==> config.mk <==
export PLATFORM = sky130hd
export DESIGN_NAME = ifmap_glb_reader
export DESIGN_NICKNAME = d
export VERILOG_FILES = /design/src/rtl/ifmap_glb_reader.sv
export SDC_FILE = /design/constraint.sdc
export NUM_CORES = 1
export LEC_CHECK = 0
export BUFFER_PORTS_ARGS = -buffer_cell sky130_fd_sc_hd__buf_2
export CAP_MARGIN = 30
export CORE_ASPECT_RATIO = 0.6
export CORE_MARGIN = 5
export CORE_UTILIZATION = 50
export DETAILED_ROUTE_END_ITERATION = 12
export PLACE_DENSITY_LB_ADDON = 0.3
export SLEW_MARGIN = 0
export SYNTH_ARGS = -nofsm -noshare
export SYNTH_HDL_FRONTEND = slang
export SYNTH_SLANG_ARGS = --single-unit
==> constraint.sdc <==
create_clock -name clk -period 2.4 [get_ports clk]
set_input_delay 0.48 -clock clk [delete_from_list [all_inputs] [get_ports clk]]
set_output_delay 0.48 -clock clk [all_outputs]
set_load 0.03 [all_outputs]
==> src/rtl/ifmap_glb_reader.sv <==
// Streaming reader for ifmap GLB port B: issues one read per cycle, absorbs the one-cycle read latency,
// and delivers the elements in order on a valid/ready stream. Define IFMAP_RD_WRAP_EN for circular addressing.
module ifmap_glb_reader #(
  parameter int DATA_WIDTH = 16,
  parameter int DEPTH      = 154588,
  parameter int ADDR       = $clog2(DEPTH),
  parameter int LEN_W      = 18
) (
  input  logic                  clk,
  input  logic                  rst_n,
  input  logic                  start,
  input  logic [ADDR-1:0]       base_addr,
  input  logic [LEN_W-1:0]      len,
  output logic                  busy,
  output logic                  done,
  output logic                  re_b,
  output logic [ADDR-1:0]       addr_b,
  input  logic [DATA_WIDTH-1:0] rdata_b,
  output logic [DATA_WIDTH-1:0] out_data,
  output logic                  out_valid,
  input  logic                  out_ready
);

  typedef enum logic [1:0] {
    IDLE  = 2'd0,
    RUN   = 2'd1,
    DRAIN = 2'd2
  } state_t;

  state_t                state_r;
  state_t                state_s;
  logic [ADDR-1:0]       addr_r;
  logic [LEN_W-1:0]      remaining_r;
  logic                  inflight_r;
  logic                  done_r;
  logic [DATA_WIDTH-1:0] fifo_mem_r [3];
  logic [1:0]            wr_ptr_r;
  logic [1:0]            rd_ptr_r;
  logic [1:0]            fifo_count_r;

  logic issue_s;
  logic push_s;
  logic pop_s;
  logic accept_s;
  logic zero_cmd_s;
  logic last_pop_s;
  logic credit_s;

  function automatic logic [1:0] ptr_inc(input logic [1:0] p);
    return (p == 2'd2) ? 2'd0 : p + 2'd1;
  endfunction

  function automatic logic [ADDR-1:0] addr_inc(input logic [ADDR-1:0] a);
`ifdef IFMAP_RD_WRAP_EN
    return (a == ADDR'(DEPTH - 1)) ? {ADDR{1'b0}} : a + ADDR'(1);
`else
    return a + ADDR'(1);
`endif
  endfunction

  // Slots held by buffered data plus the read still in flight bound how many reads may be outstanding.
  assign credit_s   = ({1'b0, fifo_count_r} + {2'b00, inflight_r}) < 3'd3;
  assign issue_s    = (state_r == RUN) && (remaining_r != {LEN_W{1'b0}}) && credit_s;
  assign push_s     = inflight_r;
  assign pop_s      = (fifo_count_r != 2'd0) && out_ready;
  assign accept_s   = (state_r == IDLE) && start && (len != {LEN_W{1'b0}});
  assign zero_cmd_s = (state_r == IDLE) && start && (len == {LEN_W{1'b0}});
  assign last_pop_s = pop_s && (fifo_count_r == 2'd1) && !inflight_r;

  // State register.
  always_ff @(posedge clk or negedge rst_n) begin
    if (!rst_n) begin
      state_r <= IDLE;
    end else begin
      state_r <= state_s;
    end
  end

  // Next-state logic.
  always_comb begin
    state_s = state_r;
    case (state_r)
      IDLE: begin
        if (accept_s) state_s = RUN;
        else          state_s = IDLE;
      end
      RUN: begin
        if (issue_s && (remaining_r == LEN_W'(1))) state_s = DRAIN;
        else                                       state_s = RUN;
      end
      DRAIN: begin
        if (last_pop_s) state_s = IDLE;
        else            state_s = DRAIN;
      end
      default: state_s = IDLE;
    endcase
  end

  // Output decode.
  always_comb begin
    busy      = (state_r != IDLE);
    done      = done_r;
    re_b      = issue_s;
    addr_b    = addr_r;
    out_valid = (fifo_count_r != 2'd0);
    if (fifo_count_r != 2'd0) out_data = fifo_mem_r[rd_ptr_r];
    else                      out_data = {DATA_WIDTH{1'b0}};
  end

  // Address/remaining counters, read-latency tracker and completion pulse.
  always_ff @(posedge clk or negedge rst_n) begin
    if (!rst_n) begin
      addr_r      <= {ADDR{1'b0}};
      remaining_r <= {LEN_W{1'b0}};
      inflight_r  <= 1'b0;
      done_r      <= 1'b0;
    end else begin
      inflight_r <= issue_s;
      done_r     <= zero_cmd_s || ((state_r == DRAIN) && last_pop_s);
      if (accept_s) begin
        addr_r      <= base_addr;
        remaining_r <= len;
      end else if (issue_s) begin
        addr_r      <= addr_inc(addr_r);
        remaining_r <= remaining_r - LEN_W'(1);
      end else begin
        addr_r      <= addr_r;
        remaining_r <= remaining_r;
      end
    end
  end

  // Three-entry output FIFO; simultaneous push and pop leaves the count unchanged.
  always_ff @(posedge clk or negedge rst_n) begin
    if (!rst_n) begin
      for (int i = 0; i < 3; i++) fifo_mem_r[i] <= {DATA_WIDTH{1'b0}};
      wr_ptr_r     <= 2'd0;
      rd_ptr_r     <= 2'd0;
      fifo_count_r <= 2'd0;
    end else begin
      if (push_s) begin
        fifo_mem_r[wr_ptr_r] <= rdata_b;
        wr_ptr_r             <= ptr_inc(wr_ptr_r);
      end
      if (pop_s) rd_ptr_r <= ptr_inc(rd_ptr_r);
      case ({push_s, pop_s})
        2'b10:   fifo_count_r <= fifo_count_r + 2'd1;
        2'b01:   fifo_count_r <= fifo_count_r - 2'd1;
        default: fifo_count_r <= fifo_count_r;
      endcase
    end
  end

endmodule
==> Yosys cells after proc, flatten, opt, wreduce, memory -nomap -nowiden <==
Cells that the tools add are included.
Widths: inputs -> output; s select.
{ "totals": {"word_cells": 71, "in_bits": 56, "register_bits": 94} }
{ "op_classes": {"reduce_logical": 21, "eq_ne": 8, "add_sub_neg": 7, "muxes": 18, "magnitude_cmp": 4, "bitwise_logic": 2} }
{ "ops": {"columns": ["operator", "count"], "rows": [
  ["$mux 18", 4],
  ["$mux 16", 4],
  ["$bwmux 48", 1],
  ["$reduce_bool 18->1", 2],
  ["$bmux 16 s2", 1],
  ["$demux 16 s2", 1],
  ["$add 18x1->18 const B", 1],
  ["$eq 18x1->1 const B", 1],
  ["$logic_not 18->1", 1],
  ["$sub 18x1->18 const B", 1],
  ["$logic_and 1x1->1", 11],
  ["$eq 2x2->1 const B", 4],
  ["$mux 2", 4],
  ["$reduce_bool 2->1", 4],
  ["$add 2x1->2 const B", 3],
  ["$eq 2x1->1 const B", 3],
  ["$ge 3x3->1 const B", 2],
  ["$not 2->3", 2],
  ["$pmux 2 s3", 1],
  ["$pmux 2 s2", 1],
  ["$add 2x1->3", 1],
  ["$lt 3x1->1 const B", 1],
  ["$lt 3x2->1 const B", 1],
  ["$logic_not 2->1", 1],
  ["4 further kinds", 4]
]} }

==> Longest topological paths before layout <==
Gate-level depths: netlist of run 1.
{ "logic_depth": {"word_depth": 6, "ltp_mapped": 9, "ltp_nobuf": 8} }

==> Worst setup path before layout of run 1 <==
OpenSTA, ideal clock, no wires.
{ "synth_path": {"kind": "register to register", "start": "reg fifo_count_r[0]", "end": "reg addr_r[14], in the netlist addr_b[14]", "arrival_ns": 2.303, "synth_period_minus_slack_ns": 2.429, "setup_time_ns": 0.126, "path_buffers": 1, "stages_incl_launch_ff": 10, "slack_ns": -0.029, "cell_sequence": "dfrtp_1 -> ha_1 -> ha_1 -> a211oi_1 -> and2_1 -> o21ai_4 -> inv_2 -> buf_2 -> mux2i_1 -> a221o_1"} }
{ "synth_via": {"elab_chain_len": 4} }
{ "synth_lines": {"columns": ["item", "line", "rtl"], "rows": [
  ["from (decl)", "39", "logic [1:0] fifo_count_r;"],
  ["from (signal assigned)", "147", "2'b10: fifo_count_r <= fifo_count_r + 2'd1;"],
  ["from (signal assigned)", "148", "2'b01: fifo_count_r <= fifo_count_r - 2'd1;"],
  ["from (signal assigned)", "149", "default: fifo_count_r <= fifo_count_r;"],
  ["$add 2x1->3", "62", "assign credit_s = ({1'b0, fifo_count_r} + {2'b00, inflight_r}) < 3'd3;"],
  ["$lt 3x2->1", "62", null],
  ["$logic_and 1x1->1", "63", "assign issue_s = (state_r == RUN) && (remaining_r != {LEN_W{1'b0}}) && credit_s;"],
  ["via re_b", "16", "output logic re_b,"],
  ["$reduce_bool 2->1 (no line)", null, null],
  ["to (signal assigned)", "113", "addr_r <= {ADDR{1'b0}};"],
  ["to (signal assigned)", "121", "addr_r <= base_addr;"],
  ["to (signal assigned)", "124", "addr_r <= addr_inc(addr_r);"],
  ["to (decl)", "32", "logic [ADDR-1:0] addr_r;"]
]} }
The timed path passes the listed nets, and every way through them passes these cells.
A chain may end at the register's enable or synchronous reset.

==> Final worst setup path of run 1 <==
{ "layout_path": {"start": "reg remaining_r[7]", "end": "out re_b"} }
{ "layout_via": {"elab_chain_len": 3} }
{ "layout_lines": {"columns": ["item", "line", "rtl"], "rows": [
  ["from (decl)", "33", "logic [LEN_W-1:0] remaining_r;"],
  ["from (signal assigned)", "114", "remaining_r <= {LEN_W{1'b0}};"],
  ["from (signal assigned)", "122", "remaining_r <= len;"],
  ["from (signal assigned)", "125", "remaining_r <= remaining_r - LEN_W'(1);"],
  ["$reduce_bool 18->1", "63", null],
  ["$logic_and 1x1->1 (2 in series)", "63", null],
  ["to (decl)", "16", null]
]} }
No other way between the ends.

==> impl_metrics.yaml, run 1 <==
critical_path:
  slowest_stage: "or4_4"
  critPathCaptureType: "output port"
  rrSetupSlack_ps: 30
  critPathLaunchType: "register"
  regToRegEndpoint: "remaining_r[15]"
  worstPathCellList: "or4_4, or2_4, o21ai_4, inv_4, buf_6"
  r2r_cells: 6
  setup.worst_path.class: "reg -> out"
  arrival_ps: 1940
  cp.required_ps: 1920
  critPathLaunch: "remaining_r[7]"
  cp_max_fo: 2
  critical_path.top_delay_family: "simple AND/OR/NAND/NOR gates"
  cp_slowest_stage_delay_ps: 540
  cp_num_buf_inv: 2
  timing.rr.start: "remaining_r[7]"
timing:
  finClkSkew_ps: 9.943
  grt_setup_unrepaired: "yes"
  worst_pin_slew_ps: 629.8
  min_period_over_period: 1.008
  hold_violations: 0
  hold_ws_ps: 149.3
  setup_viol: 1
  timing.fmax_mhz: 413.2
  maxSlewHeadroom: 0.5802
  layout_min_cycle_time_ps: 2420
  setup_ws_ps: -20.25
  slew_viol_final: 0
cts:
  cts_buffer_depth: 2
  htree_levels: 3
  cts.clk_slew.worst_paths_ps: 70
  clk_latency_ps: 340
  cts_tree: "yes"
  cts.sinks: 94
  cts_buffers: 9
  cts-root-buf: "clkbuf_16"
global_route:
  met1_usage: 0.3412
  antenna_found_initial: 0
  met2_usage: 0.3509
  overflow: 0
  grt.busiest_layer: "met2"
  grt_pass1_wl_mm: 21.53
  grt_pass1_vias: 4234
  use_met3: 0.05104
  track_usage: 0.2299
  grt_max_degree: 49
place:
  port_buffers: 93
  place_area_um2: 5812
  gp_congestion: 0.8884
  dp_hpwl_mm: 9.503
pwr:
  pwr-share-seq: 0.304
  p_clk_frac: 0.150
  total_power_uw: 9849
  peakVddDrop_mv: 0.6426
  swShare: 0.4284
  p_leak_uw: 0.002764
  p_per_area_nw_per_um2: 1576
  comb_power_share: 0.546
  p_sw_uw: 4220
  p_int_uw: 5629
die:
  coreArea_um2: 9704
  chipWidth_um: 137.8
  io-pin-count: 94
  rows: 28
  die_area_um2: 11940
  start_util: 0.5048
  fp.dieH_um: 86.67
route:
  wire_per_inst_um: 17.55
  ant_nets: 0
  vias: 4156
  dr.pass1.iters: 5
  viasPerCell: 5.631
  drt_iter0_markers: 243
  drc: 0
  drt-total-wl_mm: 12.95
synthesis:
  synth-edff-count: 0
  syn_area_um2: 4898
  ys_warn_count: 0
  ys_types: 57
  synth_nets: 535
  ys_ff_latch: 94
  avgSynthCellArea_um2: 10.42
  synth-seq-area-share: 0.4802
  async_reset_ff_frac: 1.000
  syn_inst: 470
  synthFlopType: "dfrtp_1"
cells_and_area:
  area_growth_syn_to_layout_pct: 27.56
  postLayoutCellArea_um2: 6248
  nNetsFinal: 663
  fin_util: 0.6439
  most-common-layout-cells: "dfrtp_1 (93), buf_2 (91), nor2_1 (60), mux2_2 (50), buf_4 (43)"
  insertedDiodeCount: 0
  final_common_cell: "dfrtp_1"
  final_layout_size_suffix_gt1_frac: 0.3864
run:
  max_cap_violations: 0
hold_path:
  hold_path.class: "in -> async"
run_status:
  outcome: "complete, but fails checks"
  violations: "setup timing"
-- sequential cells by signal, indices dropped and copies added (netlist names) --
name / cells
fifo_count_r: 2
inflight_r: 1
wr_ptr_r: 2
rd_ptr_r: 2
remaining_r: 18
fifo_mem_r: 48
state_r: 2
done: 1
addr_b: 18
-- through the flow --
stage / std cells / TNS (ps) / setup slack (ps)
2_1_floorplan: 470 / 0 / 37.31
3_3_place_gp: 716 / 0 / 42.00
3_5_place_dp: 716 / -394.1 / -68.39
4_1_cts: 737 / -8.052 / -8.052
5_1_grt: 738 / -90.75 / -67.06
6_report: 738 / -20.25 / -20.25
-- worst max path at each step --
stage	end	slack (ps)	cells past startpoint
6_report	re_b	-20	5
5_1_grt	re_b	-70	6
4_1_cts	re_b	-8	5
3_5_place_dp	addr_b[2]	-70	8
3_3_place_gp	remaining_r[6]	40	7
2_1_floorplan	addr_b[17]	40	7
-- kinds of logic after synthesis --
| family | after synthesis | synth area share |
|---|---|---|
| buf+inv | 39 | 0.03244 |
| fa+ha+maj | 9 | 0.02299 |
| simple gates | 157 | 0.1581 |
| mux | 71 | 0.1579 |
| xor+xnor | 11 | 0.01967 |
| compound gates | 89 | 0.1287 |
| flops | 94 | 0.4802 |
-- metal layers --
layer,share of wire,vias to the layer above
met5,0,-
met4,0.011,0
met3,0.062,17
met2,0.45,136
met1,0.48,2024
li1,-,1979
-- timing repair --
action / CTS / global route
resized for setup: 7 / 12
endpoints found under the setup margin: 4 / 13
setup buffers: 5 / 1
hold buffers: 0 / 0
pin swaps: 6 / 4
-- Yosys cell counts, types with 10 or more instances --
cell	count	share of area
a21oi_1	18	0.018
clkbuf_1	15	0.011
dfrtp_1	94	0.48
inv_1	14	0.011
mux2_2	50	0.11
mux2i_1	21	0.043
nand2_1	28	0.021
nand3_1	10	0.010
nor2_1	60	0.046
o21ai_0	19	0.019
or3_1	10	0.013
-- power by group through the flow --
stage | Sequential [uW] | Combinational (uW) | Clock [uW]
after floorplan | 3140 | 3150 | 0
after global placement | 2930 | 4950 | 0
after detailed placement | 2990 | 5080 | 0
after CTS | 2970 | 5270 | 1500
after global routing | 3120 | 5850 | 1580
final | 3000 | 5380 | 1470
-- final cells by class --
type	instances	area (um2)
clock inverter	5	56.30
sequential	94	2354
multi-input combinational	337	2466
tap	135	168.9
fill	833	3456
inverter	15	58.81
timing repair buffer	141	892.1
clock buffer	11	252.7
(Power assumes the default switching activity.)
==> run 2: changes to the inputs <==
--- a/config.mk
+++ b/config.mk
@@ -11,7 +11,8 @@
 export CORE_MARGIN = 5
 export CORE_UTILIZATION = 50
 export DETAILED_ROUTE_END_ITERATION = 12
-export PLACE_DENSITY_LB_ADDON = 0.3
+export GPL_ROUTABILITY_DRIVEN = 0
+export PLACE_DENSITY = 0.79
 export SLEW_MARGIN = 0
 export SYNTH_ARGS = -nofsm -noshare
 export SYNTH_HDL_FRONTEND = slang
==> impl_metrics.yaml, run 2 (synthesized netlist as in run 1, its figures left out) <==
die:
  coreArea_um2: 9704
  fp.dieH_um: 86.67
  start_util: 0.5048
  die_area_um2: 11940
  rows: 28
  chipWidth_um: 137.8
  io-pin-count: 94
critical_path:
  critPathLaunchType: "register"
  cp.required_ps: 2650
  r2r_cells: 9
  arrival_ps: 2700
  cp_slowest_stage_delay_ps: 470
  cp_max_fo: 6
  cp_num_cells: 9
  rrSetupSlack_ps: -50
  cp_num_buf_inv: 2
  critical_path.top_delay_family: "compound AO/OA/AOI/OAI gates"
  critPathCaptureType: "register"
  setup.worst_path.class: "reg -> reg"
  slowest_stage: "a2111o_1"
  worstPathCellList: "ha_2, ha_4, a211oi_2, buf_4, nand2_2, a2111o_1, buf_6, or3_1, a31oi_1"
route:
  wl_met2_mm: 5.964
  ant_nets: 0
  route.met3.wl_mm: 1.052
  dr.max_layer_used: "met4"
  wire_per_inst_um: 17.86
  drt_iter0_markers: 336
  drt-total-wl_mm: 13.34
  drc: 0
  viasPerCell: 5.695
  vias: 4254
  dr.pass1.iters: 5
  wl_met1_mm: 6.219
hold_path:
  hold_path.class: "in -> async"
pwr:
  peakVddDrop_mv: 0.7554
  p_leak_uw: 0.002774
  p_per_area_nw_per_um2: 1564
cells_and_area:
  largest_register: "fifo_mem_r"
  final_common_cell: "dfrtp_1"
  area_growth_syn_to_layout_pct: 27.66
  postLayoutCellArea_um2: 6254
  nNetsFinal: 673
  insertedDiodeCount: 0
  final_layout_size_suffix_gt1_frac: 0.3938
  most-common-layout-cells: "dfrtp_1 (92), buf_2 (91), nor2_1 (60), buf_4 (54), mux2_2 (50)"
  largest_register_ffs: 48
cts:
  cts-root-buf: "clkbuf_16"
  clk_latency_ps: 340
  cts.clk_slew.worst_paths_ps: 70
  cts_buffers: 9
  cts.sinks: 94
  htree_levels: 3
  cts_tree: "yes"
  cts_buffer_depth: 2
timing:
  setup_viol: 2
  min_period_over_period: 1.019
  layout_min_cycle_time_ps: 2446
  setup_ws_ps: -45.79
  grt_setup_unrepaired: "yes"
  fin_setup_tns_ps: -53.72
  slew_viol_final: 0
  maxSlewHeadroom: 0.6209
  hold_violations: 0
  finClkSkew_ps: 10.30
  worst_pin_slew_ps: 568.6
  timing.fmax_mhz: 408.9
place:
  dp_hpwl_mm: 9.844
  place_area_um2: 5879
  place_ws_ps: -95.89
  port_buffers: 93
global_route:
  grt_pass1_wl_mm: 21.88
  track_usage: 0.2337
  grt_max_degree: 41
  overflow: 0
  antenna_found_initial: 0
  grt_pass1_vias: 4278
run:
  max_cap_violations: 0
run_status:
  outcome: "complete, but fails checks"
  violations: "setup timing"
==> run 2: worst paths after layout <==
check	start	end
min reg2reg	fifo_mem_r[6]	fifo_mem_r[6]
max in group asynchronous	rst_n	rd_ptr_r[1]
max reg2reg	inflight_r	addr_b[13]
min in group clk	base_addr[8]	addr_b[8]
min	rst_n	addr_b[15]
max	inflight_r	addr_b[13]
==> run 2: layout make-up <==
| type | instances | area, um2 |
|---|---|---|
| repair buffers | 151 | 963.4 |
| multi-input cells | 337 | 2442 |
| inverters | 15 | 58.81 |
| fillers | 779 | 3451 |
| clock inverters | 5 | 36.28 |
| well taps | 135 | 168.9 |
| clock buffers | 10 | 229.0 |
| flip-flops and latches | 94 | 2355 |
==> run 2: metrics by stage <==
stage,utilization,instances,power [uW],hold slack (ps)
after CTS,0.6404,746,9710,144.0
after detailed placement,0.6059,725,8191,493.9
after global routing,0.6444,747,10420,177.6
final,0.6444,747,9783,124.9
after floorplan,-,470,6285,184.4
after global placement,0.6059,725,7927,486.6
==> run 2: report_power, final <==
part,internal (uW),total [uW],switching (uW)
Combinational,2420,5460,3040
Sequential,2380,3020,639
Clock,699,1310,607
==> run 2: what timing repair did <==
item | in CTS | in global routing
resized for setup | 9 | 7
hold buffers | 0 | 0
pin swaps | 6 | 8
buffers inserted | 6 | 1
endpoints found under the setup margin | 8 | 16
==> run 2: routing by layer <==
layer / vias to the layer above / global-route usage
met3: 9 / 0.06845
met5: - / 0
met1: 2074 / 0.3528
li1: 2005 / -
met4: 0 / 0.04036
met2: 166 / 0.3385
==> run 3: changes to the inputs <==
--- a/config.mk
+++ b/config.mk
@@ -12,7 +12,7 @@
 export CORE_UTILIZATION = 50
 export DETAILED_ROUTE_END_ITERATION = 12
 export GPL_ROUTABILITY_DRIVEN = 0
-export PLACE_DENSITY = 0.79
+export PLACE_DENSITY_LB_ADDON = 0.05
 export SLEW_MARGIN = 0
 export SYNTH_ARGS = -nofsm -noshare
 export SYNTH_HDL_FRONTEND = slang
==> impl_metrics.yaml, run 3 (synthesized netlist as in run 1, its figures left out) <==
die:
  coreArea_um2: 9704
  die_area_um2: 11940
  io-pin-count: 94
  start_util: 0.5048
  fp.dieH_um: 86.67
  rows: 28
  chipWidth_um: 137.8
route:
  ant_nets: 0
  vias: 4190
  viasPerCell: 5.632
  dr.pass1.iters: 5
  drc: 0
  drt_iter0_markers: 262
  drt-total-wl_mm: 13.18
  wire_per_inst_um: 17.71
pwr:
  p_leak_uw: 0.002782
  p_int_uw: 5620
  p_sw_uw: 4274
  swShare: 0.4319
  peakVddDrop_mv: 0.8938
  comb_power_share: 0.548
  p_clk_frac: 0.148
  pwr-share-seq: 0.304
  p_per_area_nw_per_um2: 1571
place:
  dp_hpwl_mm: 9.655
  place_ws_ps: -26.06
  placed_cells: 722
  port_buffers: 93
critical_path:
  cp.required_ps: 1920
  cp_num_cells: 5
  cp_slowest_stage_delay_ps: 550
  arrival_ps: 1910
  worstPathCellList: "or4_4, or2_4, o21ai_4, inv_4, buf_6"
  cp_num_buf_inv: 2
  critical_path.top_delay_family: "simple AND/OR/NAND/NOR gates"
  rrSetupSlack_ps: 50
  slowest_stage: "or4_4"
  critPathLaunchType: "register"
  critPathCaptureType: "output port"
  setup.worst_path.class: "reg -> out"
  cp_max_fo: 5
  r2r_cells: 9
cts:
  cts_buffer_depth: 2
  postCtsHoldBufs: 0
  cts.sinks: 94
  cts_tree: "yes"
  cts_buffers: 9
  clk_latency_ps: 340
  htree_levels: 3
  cts-root-buf: "clkbuf_16"
  cts.clk_slew.worst_paths_ps: 70
cells_and_area:
  area_growth_syn_to_layout_pct: 28.58
  final_common_cell: "dfrtp_1"
  seq_area_um2: 2354
  nNetsFinal: 669
  insertedDiodeCount: 0
  multiInputGateArea_um2: 2452
  fin_cells: 744
  most-common-layout-cells: "dfrtp_1 (93), buf_2 (91), nor2_1 (60), mux2_2 (50), buf_4 (48)"
  largest_register_ffs: 48
  final_layout_size_suffix_gt1_frac: 0.3908
  fillers: 779
  largest_register: "fifo_mem_r"
global_route:
  grt_max_degree: 56
  overflow: 0
  met2_usage: 0.3429
  antenna_found_initial: 0
  use_met3: 0.05800
  grt_pass1_vias: 4259
  grt.busiest_layer: "met2"
  track_usage: 0.2310
  grt_pass1_wl_mm: 21.34
  met1_usage: 0.3417
timing:
  timing.fmax_mhz: 418.6
  hold_ws_ps: 105.2
  layout_min_cycle_time_ps: 2389
  worst_pin_slew_ps: 537.7
  finClkSkew_ps: 6.469
  hold_violations: 0
  min_period_over_period: 0.9955
  setup_ws_ps: 10.83
  fin_setup_tns_ps: 0
  maxSlewHeadroom: 0.6323
  grt_setup_unrepaired: "yes"
  slew_viol_final: 0
  setup_viol: 0
hold_path:
  hold_path.class: "in -> async"
run_status:
  outcome: "finished, final reports clean"
run:
  max_cap_violations: 0
## run 3: cell count changes in the layout (fill, tap and decap cells not counted), sizes merged
cell    before  now
buf        151  147
bufinv       0    1
clkbuf      10    9
inv         16   17
## run 3: path summary, 6_finish.rpt
kind,start,to
min in group clk,base_addr[9],addr_b[9]
hold reg to reg,fifo_mem_r[37],fifo_mem_r[37]
setup reg to reg,inflight_r,addr_b[10]
max in group asynchronous,rst_n,fifo_mem_r[25]
hold / removal,rst_n,addr_b[9]
setup / recovery,remaining_r[6],re_b
## run 3: final cells by class
class                   count  share of cell area
inverters                  15            0.009337
multi-input cells         337              0.3894
clock inverters             7             0.01291
repair buffers            147              0.1522
clock buffers               9             0.03576
flip-flops and latches     94              0.3737
well taps                 135             0.02682
## run 3: power groups by stage
stage                     Clock [uW]  Sequential [uW]  Combinational, uW
after floorplan                    0             3140               3150
after global routing            1570             3110               5860
after CTS                       1500             2990               5290
final                           1460             3010               5420
after global placement             0             2960               5000
after detailed placement           0             3000               5110
## run 3: metrics by stage
stage / utilization / cell area (um2) / power (uW)
floorplan: - / 4906 / 6285
global placement: 0.6061 / 5882 / 7956
detailed placement: 0.6061 / 5882 / 8111
CTS: 0.6430 / 6240 / 9784
global route: 0.6490 / 6299 / 10550
finish: 0.6490 / 6299 / 9894
## run 3: routing by layer
layer / vias to the layer above / part of all wire
met5: - / 0
met2: 140 / 0.43
met1: 2053 / 0.49
li1: 1987 / -
met3: 10 / 0.064
met4: 0 / 0.0092
## run 3: what timing repair did
action | in CTS | in global routing
setup endpoints to repair | 8 | 15
buffers inserted | 3 | 3
pin swaps | 9 | 8
resized for setup | 9 | 8
